<file path="config.mk">
export PLATFORM = sky130hd
export DESIGN_NAME = writeback_queue
export DESIGN_NICKNAME = d
export VERILOG_FILES = /design/src/rtl/writeback_queue.sv
export SDC_FILE = /design/constraint.sdc
export NUM_CORES = 1
export LEC_CHECK = 0
export CAP_MARGIN = 20
export CELL_PAD_IN_SITES_DETAIL_PLACEMENT = 0
export CELL_PAD_IN_SITES_GLOBAL_PLACEMENT = 1
export CORE_MARGIN = 2
export CORE_UTILIZATION = 43
export CTS_BUF_LIST = sky130_fd_sc_hd__clkbuf_2 sky130_fd_sc_hd__clkbuf_4 sky130_fd_sc_hd__clkbuf_8
export DETAILED_ROUTE_END_ITERATION = 12
export PLACE_DENSITY = 0.9
export SYNTH_ARGS = -nofsm -noshare
export SYNTH_HDL_FRONTEND = slang
export SYNTH_SLANG_ARGS = --single-unit
</file>
<file path="constraint.sdc">
create_clock -name clk -period 2.85 [get_ports clk]
set_clock_uncertainty 0.05 [all_clocks]
set_input_delay 0.855 -clock clk [delete_from_list [all_inputs] [get_ports clk]]
set_output_delay 0.855 -clock clk [all_outputs]
set_load 0.01 [all_outputs]
</file>
<file path="src/rtl/writeback_queue.sv">
`default_nettype none
// ============================================================================
// writeback_queue : register-file write-back FIFO with hazard lookup.
// Optional youngest-match data forwarding is enabled by the macro WBQ_FWD_EN.
// Revision: 1.0
// ============================================================================
module writeback_queue #(
  parameter int RN    = 5,
  parameter int N     = 32,
  parameter int DEPTH = 4
) (
  input  logic                     clk,
  input  logic                     rst_n,
  input  logic                     in_valid,
  output logic                     in_ready,
  input  logic [RN-1:0]            in_addr,
  input  logic [N-1:0]             in_data,
  input  logic                     stall,
  output logic                     regWrite,
  output logic [RN-1:0]            A3,
  output logic [N-1:0]             WD,
  output logic [$clog2(DEPTH):0]   count,
  output logic                     full,
  output logic                     empty,
  input  logic [RN-1:0]            q_addr1,
  input  logic [RN-1:0]            q_addr2,
  output logic                     q_hit1,
  output logic                     q_hit2,
  output logic [N-1:0]             q_data1,
  output logic [N-1:0]             q_data2
);

  localparam int PW = $clog2(DEPTH);
  localparam int CW = PW + 1;

  if (DEPTH < 2 || (DEPTH & (DEPTH - 1)) != 0) begin : g_bad_depth
    $error("writeback_queue: DEPTH must be a power of two and at least 2");
  end

  logic [RN-1:0]    addr_mem [DEPTH];
  logic [N-1:0]     data_mem [DEPTH];
  logic [PW-1:0]    head;
  logic [PW-1:0]    tail;
  logic             push;
  logic             pop;
  logic [DEPTH-1:0] occupied;
  logic [DEPTH-1:0] match1;
  logic [DEPTH-1:0] match2;

  assign full     = (count == CW'(DEPTH));
  assign empty    = (count == '0);
  assign in_ready = !full;

  // Address-0 writes are accepted but dropped: x0 is never written back.
  assign push     = in_valid && in_ready && (in_addr != '0);
  assign pop      = !empty && !stall;

  assign regWrite = pop;
  assign A3       = empty ? '0 : addr_mem[head];
  assign WD       = empty ? '0 : data_mem[head];

  always_ff @(posedge clk or negedge rst_n) begin
    if (!rst_n) begin
      head  <= '0;
      tail  <= '0;
      count <= '0;
    end else begin
      if (push) tail <= tail + 1'b1;
      if (pop)  head <= head + 1'b1;
      case ({push, pop})
        2'b10:   count <= count + 1'b1;
        2'b01:   count <= count - 1'b1;
        default: count <= count;
      endcase
    end
  end

  always_ff @(posedge clk) begin
    if (push) begin
      addr_mem[tail] <= in_addr;
      data_mem[tail] <= in_data;
    end
  end

  // A slot is live when its distance from head is below the occupancy.
  for (genvar i = 0; i < DEPTH; i++) begin : g_slot
    logic [PW-1:0] offset;
    assign offset      = PW'(i) - head;
    assign occupied[i] = ({1'b0, offset} < count);
    assign match1[i]   = occupied[i] && (addr_mem[i] == q_addr1);
    assign match2[i]   = occupied[i] && (addr_mem[i] == q_addr2);
  end

  assign q_hit1 = (q_addr1 != '0) && (|match1);
  assign q_hit2 = (q_addr2 != '0) && (|match2);

`ifdef WBQ_FWD_EN
  logic [PW-1:0] idx1;
  logic [PW-1:0] idx2;
  logic [N-1:0]  fwd1;
  logic [N-1:0]  fwd2;

  // Walk oldest to youngest so the youngest matching entry wins.
  always_comb begin
    idx1 = '0;
    idx2 = '0;
    fwd1 = '0;
    fwd2 = '0;
    for (int k = 0; k < DEPTH; k++) begin
      idx1 = head + PW'(k);
      idx2 = head + PW'(k);
      if (match1[idx1]) fwd1 = data_mem[idx1];
      if (match2[idx2]) fwd2 = data_mem[idx2];
    end
  end

  assign q_data1 = q_hit1 ? fwd1 : '0;
  assign q_data2 = q_hit2 ? fwd2 : '0;
`else
  assign q_data1 = '0;
  assign q_data2 = '0;
`endif

endmodule
`default_nettype wire

</file>
Yosys cells after proc, flatten, opt, wreduce, memory -nomap -nowiden
Memories as Yosys holds them, arrays and structs flattened. Index checks and enable logic that the tools add are counted.

Add/sub/neg operators: 8. $lt $le $gt $ge: 4. Equal/unequal tests: 11. Mux-type cells: 5. Reduce and logical (&&, ||, !) cells: 23.

Operators by type and width (count): $eq 5x5->1 (8); $mux 32 (1); $reduce_bool 5->1 (3); $logic_and 1x1->1 (13); $lt 2x3->1 (4); $reduce_or 4->1 (2); $pmux 3 s2 (1); $mux 5 (1); $add 2x1->2 const B (2); $sub 1x2->2 const A (2); $sub 2x2->2 const A (2); $add 3x1->3 const B (1); $eq 3x3->1 const B (1); $logic_not 1->1 (3); $logic_not 3->1 (1); $sub 3x1->3 const B (1); $eq 2x1->1 const B (1); $eq 2x2->1 const B (1); $mux 1 (2); $reduce_bool 2->1 (1).

Flip-flop bits (word level): 7. Memory bits (writable): 148. Input port bits: 51. Output and inout bits: 110. Logic and storage cells: 56. Memories kept: 2.

Memory list: data_mem (words 4, bits a word 32, rd ports 1, clocked after Yosys merged registers in 0, write ports 1, RTL line 41) `logic [N-1:0] data_mem [DEPTH];`; addr_mem (words 4, bits a word 5, rd ports 5, clocked after Yosys merged registers in 0, write ports 1, RTL line 40) `logic [RN-1:0] addr_mem [DEPTH];`.

Depth between registers and ports, before layout
Gate-level depths: netlist of run 1.

Word-level depth: 6. Depth in mapped cells: 10. Depth with buffers taken out: 10.

Worst setup path before layout of run 1
Ideal clock, no wire load.

Path type: register -> output. From: register head[0]. To: output port q_hit1. Data arrival time: 1.830 ns. Data required time: 1.945 ns. Slack: 0.115 ns. Cell stages (with the launch flop): 11. Cells stage by stage: dfrtp_1 > buf_4 > buf_6 > xnor2_1 > inv_1 > ha_1 > nand2b_1 > o22ai_1 > nor4_1 > nor4_1 > a21oi_1.

Cells in the longest elaborated chain, start to end: 5. Elaborated cells on any way between the ends: 14.

Ends and longest elaborated chain: from (decl) (RTL line 42) `logic [PW-1:0] head;`; from (signal assigned) (RTL line 69) `if (pop) head <= head + 1'b1;`; $sub 1x2->2 / $sub 2x2->2 (equally long branches) (RTL line 88) `assign offset = PW'(i) - head;`; $lt 2x3->1 (RTL line 89) `assign occupied[i] = ({1'b0, offset} < count);`; $logic_and 1x1->1 (RTL line 90) `assign match1[i] = occupied[i] && (addr_mem[i] == q_addr1);`; $reduce_or 4->1 (*) (RTL line 94) `assign q_hit1 = (q_addr1 != '0) && (|match1);`; $logic_and 1x1->1 (*) (RTL line 94); to (decl) (RTL line 27) `output logic q_hit1,`.

Mark *: on every way between the ends. The rest lies on a longest branch, timed or not.

Worst setup path after layout of run 1
Same ends and word-level chain as after synthesis.

==> PnR_summary.wiki, run 1 <==
{| class="wikitable"
! Metric !! Value
|-
| Outcome || finished with violations
|-
| Failing checks || negative setup slack
|-
| Post-route ant nets || 0
|-
| Reg-to-Reg Start || count[2]$_DFFE_PN0P_
|-
| CTS clk-pin slew, worst paths || 0.08 ns
|-
| TritonRoute pass-1 iters || 5
|-
| Worst Path Arrival || 2.33 ns
|-
| Upper clock frequency limit || 0.3089 GHz
|-
| Die Y-Extent || 133.2 um
|-
| Sw Pwr || 3.139 mW
|-
| Synthesis warning total || 0
|-
| Clock tree from TritonCTS || built
|-
| Startpoint type of the worst setup path || register
|-
| Cell count of the worst hold path || 2
|-
| Placeable Area || 16470 um^2
|-
| Library cell occupying the most area in the post-synthesis netlist || edfxtp_1
|-
| Clock share of power || 0.160
|-
| Leading post-synthesis cells by cell area || edfxtp_1 (62%), mux4_2 (12%), buf_4 (6.8%), xnor2_1 (3.4%), nor2b_1 (3.2%)
|-
| Share of cells above drive strength 1 || 0.3555
|-
| Detailed-route vias per instance || 4.822
|-
| DR iter-0 viols || 204
|-
| Final estimated routing congestion in global placement || 0.8179
|-
| Capturing element type of the critical path || output port
|-
| Register share of total power || 0.328
|-
| Clock Tree Buf Depth || 2
|-
| Post-synthesis area per instance || 16.53 um^2
|-
| Number of top-level pins || 161
|-
| Worst IR Drop VDD || 0.5849 mV
|-
| Gr ovfl total || 0
|-
| Reg2Reg Depth || 11
|-
| Library cells used by synthesis || 33
|-
| Input/output buffers || 96
|-
| Largest net degree at the start of global routing || 34
|-
| Number of vias in the routed layout || 3964
|-
| Unrepaired setup endpoints after global routing || true
|-
| Final hold violation count || 0
|-
| Placement row count || 47
|-
| Logic pwr share || 0.513
|-
| Final critical-path share of the clock period || 1.136
|-
| Half-perimeter wire length of the detailed placement result || 9104 um
|-
| Clock sink total || 155
|-
| Number of hold buffers added after CTS || 0
|-
| TritonCTS Buffers || 17
|-
| Startpoint of the lowest-slack hold path || tail[1]$_DFFE_PN0P_
|-
| Hold crit path type || reg -> reg
|-
| Number of nets in the final layout || 650
|-
| Wirelength per Cell || 18.45 um
|-
| Worst setup path class || reg -> out
|-
| Netlist area before placement || 7176 um^2
|-
| Post-layout minimum cycle time || 3.237 ns
|-
| Number of pins exceeding their max-slew limit in the final report || 0
|-
| Critical Path RT || 1.95 ns
|-
| Clock latency on the worst-skew pair || 0.43 ns
|-
| Maximum Capacitance Violations || 0
|-
| Post-Layout Cell Count || 822
|-
| Effective utilization at floorplan || 0.4358
|-
| Filler cells || 1257
|-
| Internal Power || 6.580 mW
|-
| Count of unresolved DRC violations after routing || 0
|-
| Worst-case setup margin in the final layout || -0.3868 ns
|-
| Leakage component of the power || 3.570 nW
|-
| Total routed wirelength || 15170 um
|-
| Total of endpoints with negative setup slack in the final report || 34
|-
| Total instance count after detailed placement || 759
|-
| FF-to-FF End || count[2]$_DFFE_PN0P_
|-
| Share of the core filled with cells in the final layout || 0.5732
|-
| Layout area overhead || 31.53%
|-
| Global-route wire length before repair || 23470 um
|-
| Root buffer cell || clkbuf_8
|-
| Hold endpoint || tail[1]$_DFFE_PN0P_
|-
| Max FO, Critical Path || 2
|-
| Switching portion of total power || 0.3230
|-
| Synthesized instance count || 434
|-
| Antenna violations before repair || 0
|-
| Yosys reg bits || 155
|-
| Global router's overall resource usage || 0.1788
|-
| # diodes || 0
|-
| PD cells || 1030 nW/um^2
|-
| Number of global-route vias before repair || 4168
|-
| Reg2reg setup slack || 0.56 ns
|-
| Final Total Pwr || 9.719 mW
|-
| Sequential cell area fraction in the yosys report || 0.6438
|-
| DIE WIDTH || 133.2 um
|-
| H-tree depth || 4
|-
| Share of Yosys cell area claimed by the top area cell type || 0.6194
|-
| Die Outline Area || 17740 um^2
|}
==> final cells by class <==
class / count / area (um^2) / share of cell area
clock buffer: 17 / 234.0 / 0.02479
multi-input combinational: 243 / 2402 / 0.2545
timing repair buffer: 161 / 1714 / 0.1816
inverter: 11 / 41.29 / 0.004375
sequential: 155 / 4623 / 0.4899
clock inverter: 15 / 147.6 / 0.01564
tap: 220 / 275.3 / 0.02917
==> synth_stat cells (all sizes together) <==
master  instances
edfxtp        148
buf            85
nor2b          38
mux4           37
xnor2          28
xor2           19
inv            11
nor4           10
ha              9
nand3           9
dfrtp           7
and2            4
nor2            4
a21oi           3
clkbuf          3
nand2           3
nor3            3
nand2b          2
o21ai           2
o21ba           2
o22ai           2
a21boi          1
conb            1
fa              1
o311a           1
or3             1
==> kinds of logic after synthesis <==
kind of cell	count (synthesis)	synth area share
DFF	155	0.6438
and+or+nand+nor	74	0.06103
other	1	0.0005226
adders and majority gates	10	0.01848
AOI/OAI and AO/OA	11	0.01046
muxes	37	0.1161
buffers and inverters	99	0.09224
xor gates and xnor gates	47	0.05737
==> worst max-delay path, cell delays in order (launching register included) <==
cell and delay (ns):
dfrtp_2 0.45, xnor2_2 0.18, inv_1 0.07, ha_1 0.28, nand2b_1 0.14, o22ai_4 0.11, nor4_2 0.27, nor4_1 0.07
a21oi_1 0.18, buf_2 0.17
==> metrics by stage <==
step           hold WS (ns)  setup slack (ns)  TNS, ns  area, um^2
2_1_floorplan        0.5094            0.1151        0        7412
3_3_place_gp         0.5381           -0.9059   -21.12        8372
3_5_place_dp         0.5725           -0.9301   -26.94        8372
4_1_cts              0.5863           -0.3336   -5.453        9184
5_1_grt              0.6234           -0.4931   -9.458        9438
6_report             0.5801           -0.3868   -6.559        9438
==> what timing repair did <==
| item | CTS | global route |
|---|---|---|
| resized for setup | 232 | 58 |
| pin swaps | 8 | 3 |
| cloned | 6 | 0 |
| endpoints found under the setup margin | 42 | 39 |
| setup buffers | 20 | 9 |
==> power groups by stage <==
stage	Combinational [mW]	Sequential [mW]	Clock (mW)
global route	5.33	3.23	1.68
floorplan	2.19	3.18	0
finish	4.98	3.19	1.55
global placement	3.79	3.19	0
CTS	4.54	3.18	1.60
detailed placement	3.84	3.22	0
==> how the worst max path moves through the flow <==
stage	endpoint	start	cells after the start	slack, ns
2_1_floorplan	q_hit1	head[0]$_DFFE_PN0P_	10	0.12
3_3_place_gp	q_hit1	q_addr1[4]	7	-0.91
3_5_place_dp	q_hit1	q_addr1[4]	7	-0.93
4_1_cts	q_hit1	head[1]$_DFFE_PN0P_	9	-0.33
5_1_grt	q_hit1	head[0]$_DFFE_PN0P_	9	-0.49
6_report	q_hit1	head[0]$_DFFE_PN0P_	9	-0.39
==> sequential cells by signal (all words and copies together) (netlist names) <==
register / count
addr_mem: 20
count: 3
data_mem: 128
head: 2
tail: 2
==> metal layers <==
layer | GRT usage | routed length (um) | vias to the layer above
li1 | - | - | 1780
met1 | 0.2214 | 6282 | 1993
met2 | 0.3069 | 7720 | 174
met3 | 0.04300 | 875 | 17
met4 | 0.06738 | 289 | 0
met5 | 0 | 0 | -
==> layout by cell type (no fill, tap or decap), types with 2 or more instances in the layout <==
| master | synthesis | routed |
|---|---|---|
| clkinv_4 | 0 | 3 |
| xnor2_2 | 0 | 3 |
| ha_1 | 9 | 9 |
| conb_1 | 1 | 64 |
| buf_8 | 0 | 5 |
| nand2b_1 | 2 | 2 |
| buf_4 | 65 | 30 |
| mux4_2 | 37 | 37 |
| buf_6 | 4 | 38 |
| nor4_2 | 0 | 3 |
| xnor2_1 | 28 | 25 |
| nor3_1 | 2 | 2 |
| bufinv_16 | 0 | 2 |
| clkdlybuf4s50_1 | 0 | 43 |
| buf_12 | 0 | 12 |
| nor4_1 | 10 | 7 |
| nand3_1 | 9 | 8 |
| nor2_1 | 4 | 4 |
| nor2b_1 | 37 | 13 |
| clkbuf_8 | 0 | 17 |
| nor2b_4 | 0 | 24 |
| a21oi_1 | 3 | 3 |
| xor2_1 | 19 | 18 |
| nand2_1 | 3 | 3 |
| dlygate4sd2_1 | 0 | 12 |
| dfrtp_2 | 0 | 3 |
| inv_6 | 0 | 3 |
| clkinvlp_4 | 0 | 2 |
| buf_16 | 0 | 4 |
| and2_2 | 0 | 4 |
| edfxtp_1 | 148 | 148 |
| dfrtp_1 | 7 | 4 |
| clkinv_1 | 0 | 4 |
| inv_1 | 11 | 10 |
| dlymetal6s2s_1 | 0 | 2 |
| buf_2 | 13 | 15 |
No activity file was read; power rests on OpenSTA's default activity.
==> run 2: changes to the inputs <==
--- a/config.mk
+++ b/config.mk
@@ -12,6 +12,7 @@
 export CORE_UTILIZATION = 43
 export CTS_BUF_LIST = sky130_fd_sc_hd__clkbuf_2 sky130_fd_sc_hd__clkbuf_4 sky130_fd_sc_hd__clkbuf_8
 export DETAILED_ROUTE_END_ITERATION = 12
+export MAX_ROUTING_LAYER = met4
 export PLACE_DENSITY = 0.9
 export SYNTH_ARGS = -nofsm -noshare
 export SYNTH_HDL_FRONTEND = slang
==> PnR_summary.wiki, run 2 (synthesis gave the netlist of run 1 again) <==
{| class="wikitable"
! Metric !! Value
|-
| Outcome || finished with violations
|-
| Failing checks || negative setup slack
|-
| Clock sink total || 155
|-
| Upper clock frequency limit || 0.3072 GHz
|-
| Placement row count || 47
|-
| DIE WIDTH || 133.2 um
|-
| Die Y-Extent || 133.2 um
|-
| Unrepaired setup endpoints after global routing || true
|-
| Placement-stage worst setup slack || -0.8969 ns
|-
| Root buffer cell || clkbuf_8
|-
| Placed standard-cell area || 8379 um^2
|-
| # diodes || 0
|-
| Post-route ant nets || 0
|-
| Capturing element type of the critical path || output port
|-
| Placeable Area || 16470 um^2
|-
| Hold crit path type || reg -> reg
|-
| Global router's overall resource usage || 0.1813
|-
| Post-Layout Cell Count || 830
|-
| Final hold violation count || 0
|-
| Antenna violations before repair || 0
|-
| Final estimated routing congestion in global placement || 0.8987
|-
| Detailed-route vias per instance || 4.817
|-
| Max FO, Critical Path || 2
|-
| Count of unresolved DRC violations after routing || 0
|-
| Bufs and invs on worst path || 3
|-
| Half-perimeter wire length of the detailed placement result || 9527 um
|-
| Total of endpoints with negative setup slack in the final report || 34
|-
| Total instance count after detailed placement || 760
|-
| Area of all placed cells without fillers || 9550 um^2
|-
| TritonRoute pass-1 iters || 4
|-
| Most common cell after layout, fill and taps aside || edfxtp_1
|-
| Max reg flops || 128
|-
| Filler cells || 1244
|-
| Worst setup path class || reg -> out
|-
| Wirelength per Cell || 18.41 um
|-
| Highest cell delay on the worst timing path || 0.44 ns
|-
| Global-route wire length before repair || 23260 um
|-
| Post-layout minimum cycle time || 3.255 ns
|-
| Clock Tree Buf Depth || 2
|-
| Clock latency on the worst-skew pair || 0.43 ns
|-
| Sum of negative setup slack || -4.323 ns
|-
| Worst Path Arrival || 2.35 ns
|-
| Worst-case setup margin in the final layout || -0.4050 ns
|-
| Clock tree from TritonCTS || built
|-
| Gr ovfl total || 0
|-
| Number of global-route vias before repair || 4217
|-
| Commonest cells after routing, fill and taps aside || edfxtp_1 (148), conb_1 (64), buf_6 (46)
|-
| Effective utilization at floorplan || 0.4358
|-
| Die Outline Area || 17740 um^2
|-
| Worst IR Drop VDD || 0.6887 mV
|-
| Leakage component of the power || 3.598 nW
|-
| Number of hold buffers added after CTS || 0
|-
| Startpoint type of the worst setup path || register
|-
| Final worst hold slack || 0.5703 ns
|-
| Input/output buffers || 96
|-
| Total routed wirelength || 15280 um
|-
| Maximum Capacitance Violations || 0
|-
| DR iter-0 viols || 166
|-
| H-tree depth || 4
|-
| Share of cells above drive strength 1 || 0.3869
|-
| Largest regs || data_mem x128, addr_mem x20, count x3
|-
| Number of pins exceeding their max-slew limit in the final report || 0
|-
| Final critical-path share of the clock period || 1.142
|-
| CP max-delay cell || dfrtp_2
|-
| Number of vias in the routed layout || 3998
|-
| Largest net degree at the start of global routing || 34
|-
| Top delay family on crit path || simple AND/OR/NAND/NOR gates
|-
| Cells along the critical path || buf_6, xnor2_4, inv_2, ha_4, nand2b_4, o22ai_4, nor4_2, nor4_1, a21oi_1, buf_2
|-
| TritonCTS Buffers || 17
|-
| Number of top-level pins || 161
|-
| Number of nets in the final layout || 658
|-
| CTS clk-pin slew, worst paths || 0.07 ns
|-
| Critical Path RT || 1.95 ns
|-
| PD cells || 1032 nW/um^2
|-
| Layout area overhead || 33.10%
|-
| Largest register by flop count || data_mem
|}
## run 2: changes by cell type in the layout (fill, tap and decap cells not counted), sizes merged
| cell | previous run | this run |
|---|---|---|
| buf | 104 | 112 |
| bufinv | 2 | 0 |
| clkbuf | 17 | 19 |
| clkinv | 8 | 7 |
| clkinvlp | 2 | 4 |
| inv | 14 | 13 |
## run 2: final cells by class
cell class              instances  area [um^2]  share of cell area
inverters                      11        41.29            0.004323
flip-flops and latches        155         4623              0.4841
clock inverters                13        96.34             0.01009
clock buffers                  19        249.0             0.02607
repair buffers                169         1777              0.1860
multi-input cells             243         2489              0.2606
well taps                     220        275.3             0.02882
## run 2: layer usage
| metal | up-vias | share of wire | track usage |
|---|---|---|---|
| li1 | 1801 | - | - |
| met1 | 2012 | 0.41 | 0.2179 |
| met2 | 163 | 0.52 | 0.3086 |
| met3 | 22 | 0.059 | 0.04110 |
| met4 | 0 | 0.017 | 0.05437 |
| met5 | - | 0 | - |
## run 2: report_power, final
| group | switching [mW] | total [mW] | internal (mW) |
|---|---|---|---|
| Clock | 0.787 | 1.41 | 0.624 |
| Sequential | 0.176 | 3.17 | 3.00 |
| Combinational | 2.29 | 5.27 | 2.98 |
| Total | 3.25 | 9.86 | 6.61 |
## run 2: path summary, 6_finish.rpt
path / from / endpoint / slack, ns / depth (start not counted)
max: head[0]$_DFFE_PN0P_ / q_hit1 / -0.41 / 10
min: count[1]$_DFFE_PN0P_ / count[1]$_DFFE_PN0P_ / 0.57 / 3
max reg2reg: count[0]$_DFFE_PN0P_ / count[2]$_DFFE_PN0P_ / 0.57 / 11
min reg2reg: count[1]$_DFFE_PN0P_ / count[1]$_DFFE_PN0P_ / 0.57 / 3
max in group asynchronous: rst_n / head[0]$_DFFE_PN0P_ / 1.84 / 1
min in group asynchronous: rst_n / count[2]$_DFFE_PN0P_ / 0.63 / 1
## run 2: metrics by stage
step	power, mW	utilization
2_1_floorplan	5.374	-
3_3_place_gp	6.992	0.5089
3_5_place_dp	7.086	0.5089
4_1_cts	9.033	0.5538
5_1_grt	10.37	0.5800
6_report	9.857	0.5800
## run 2: tightest hold or removal path, cell delays in order, from the launching register on
cell and delay (ns):
dfrtp_1 0.35, buf_4 0.14, nand2_1 0.04, o21ai_0 0.06
## run 2: what timing repair did
action                                  4_1_cts  5_1_grt
endpoints found under the setup margin       43       38
gates cloned                                  4        0
gates resized for setup                     222       95
buffers inserted                             28       10
pin swaps                                     6       15
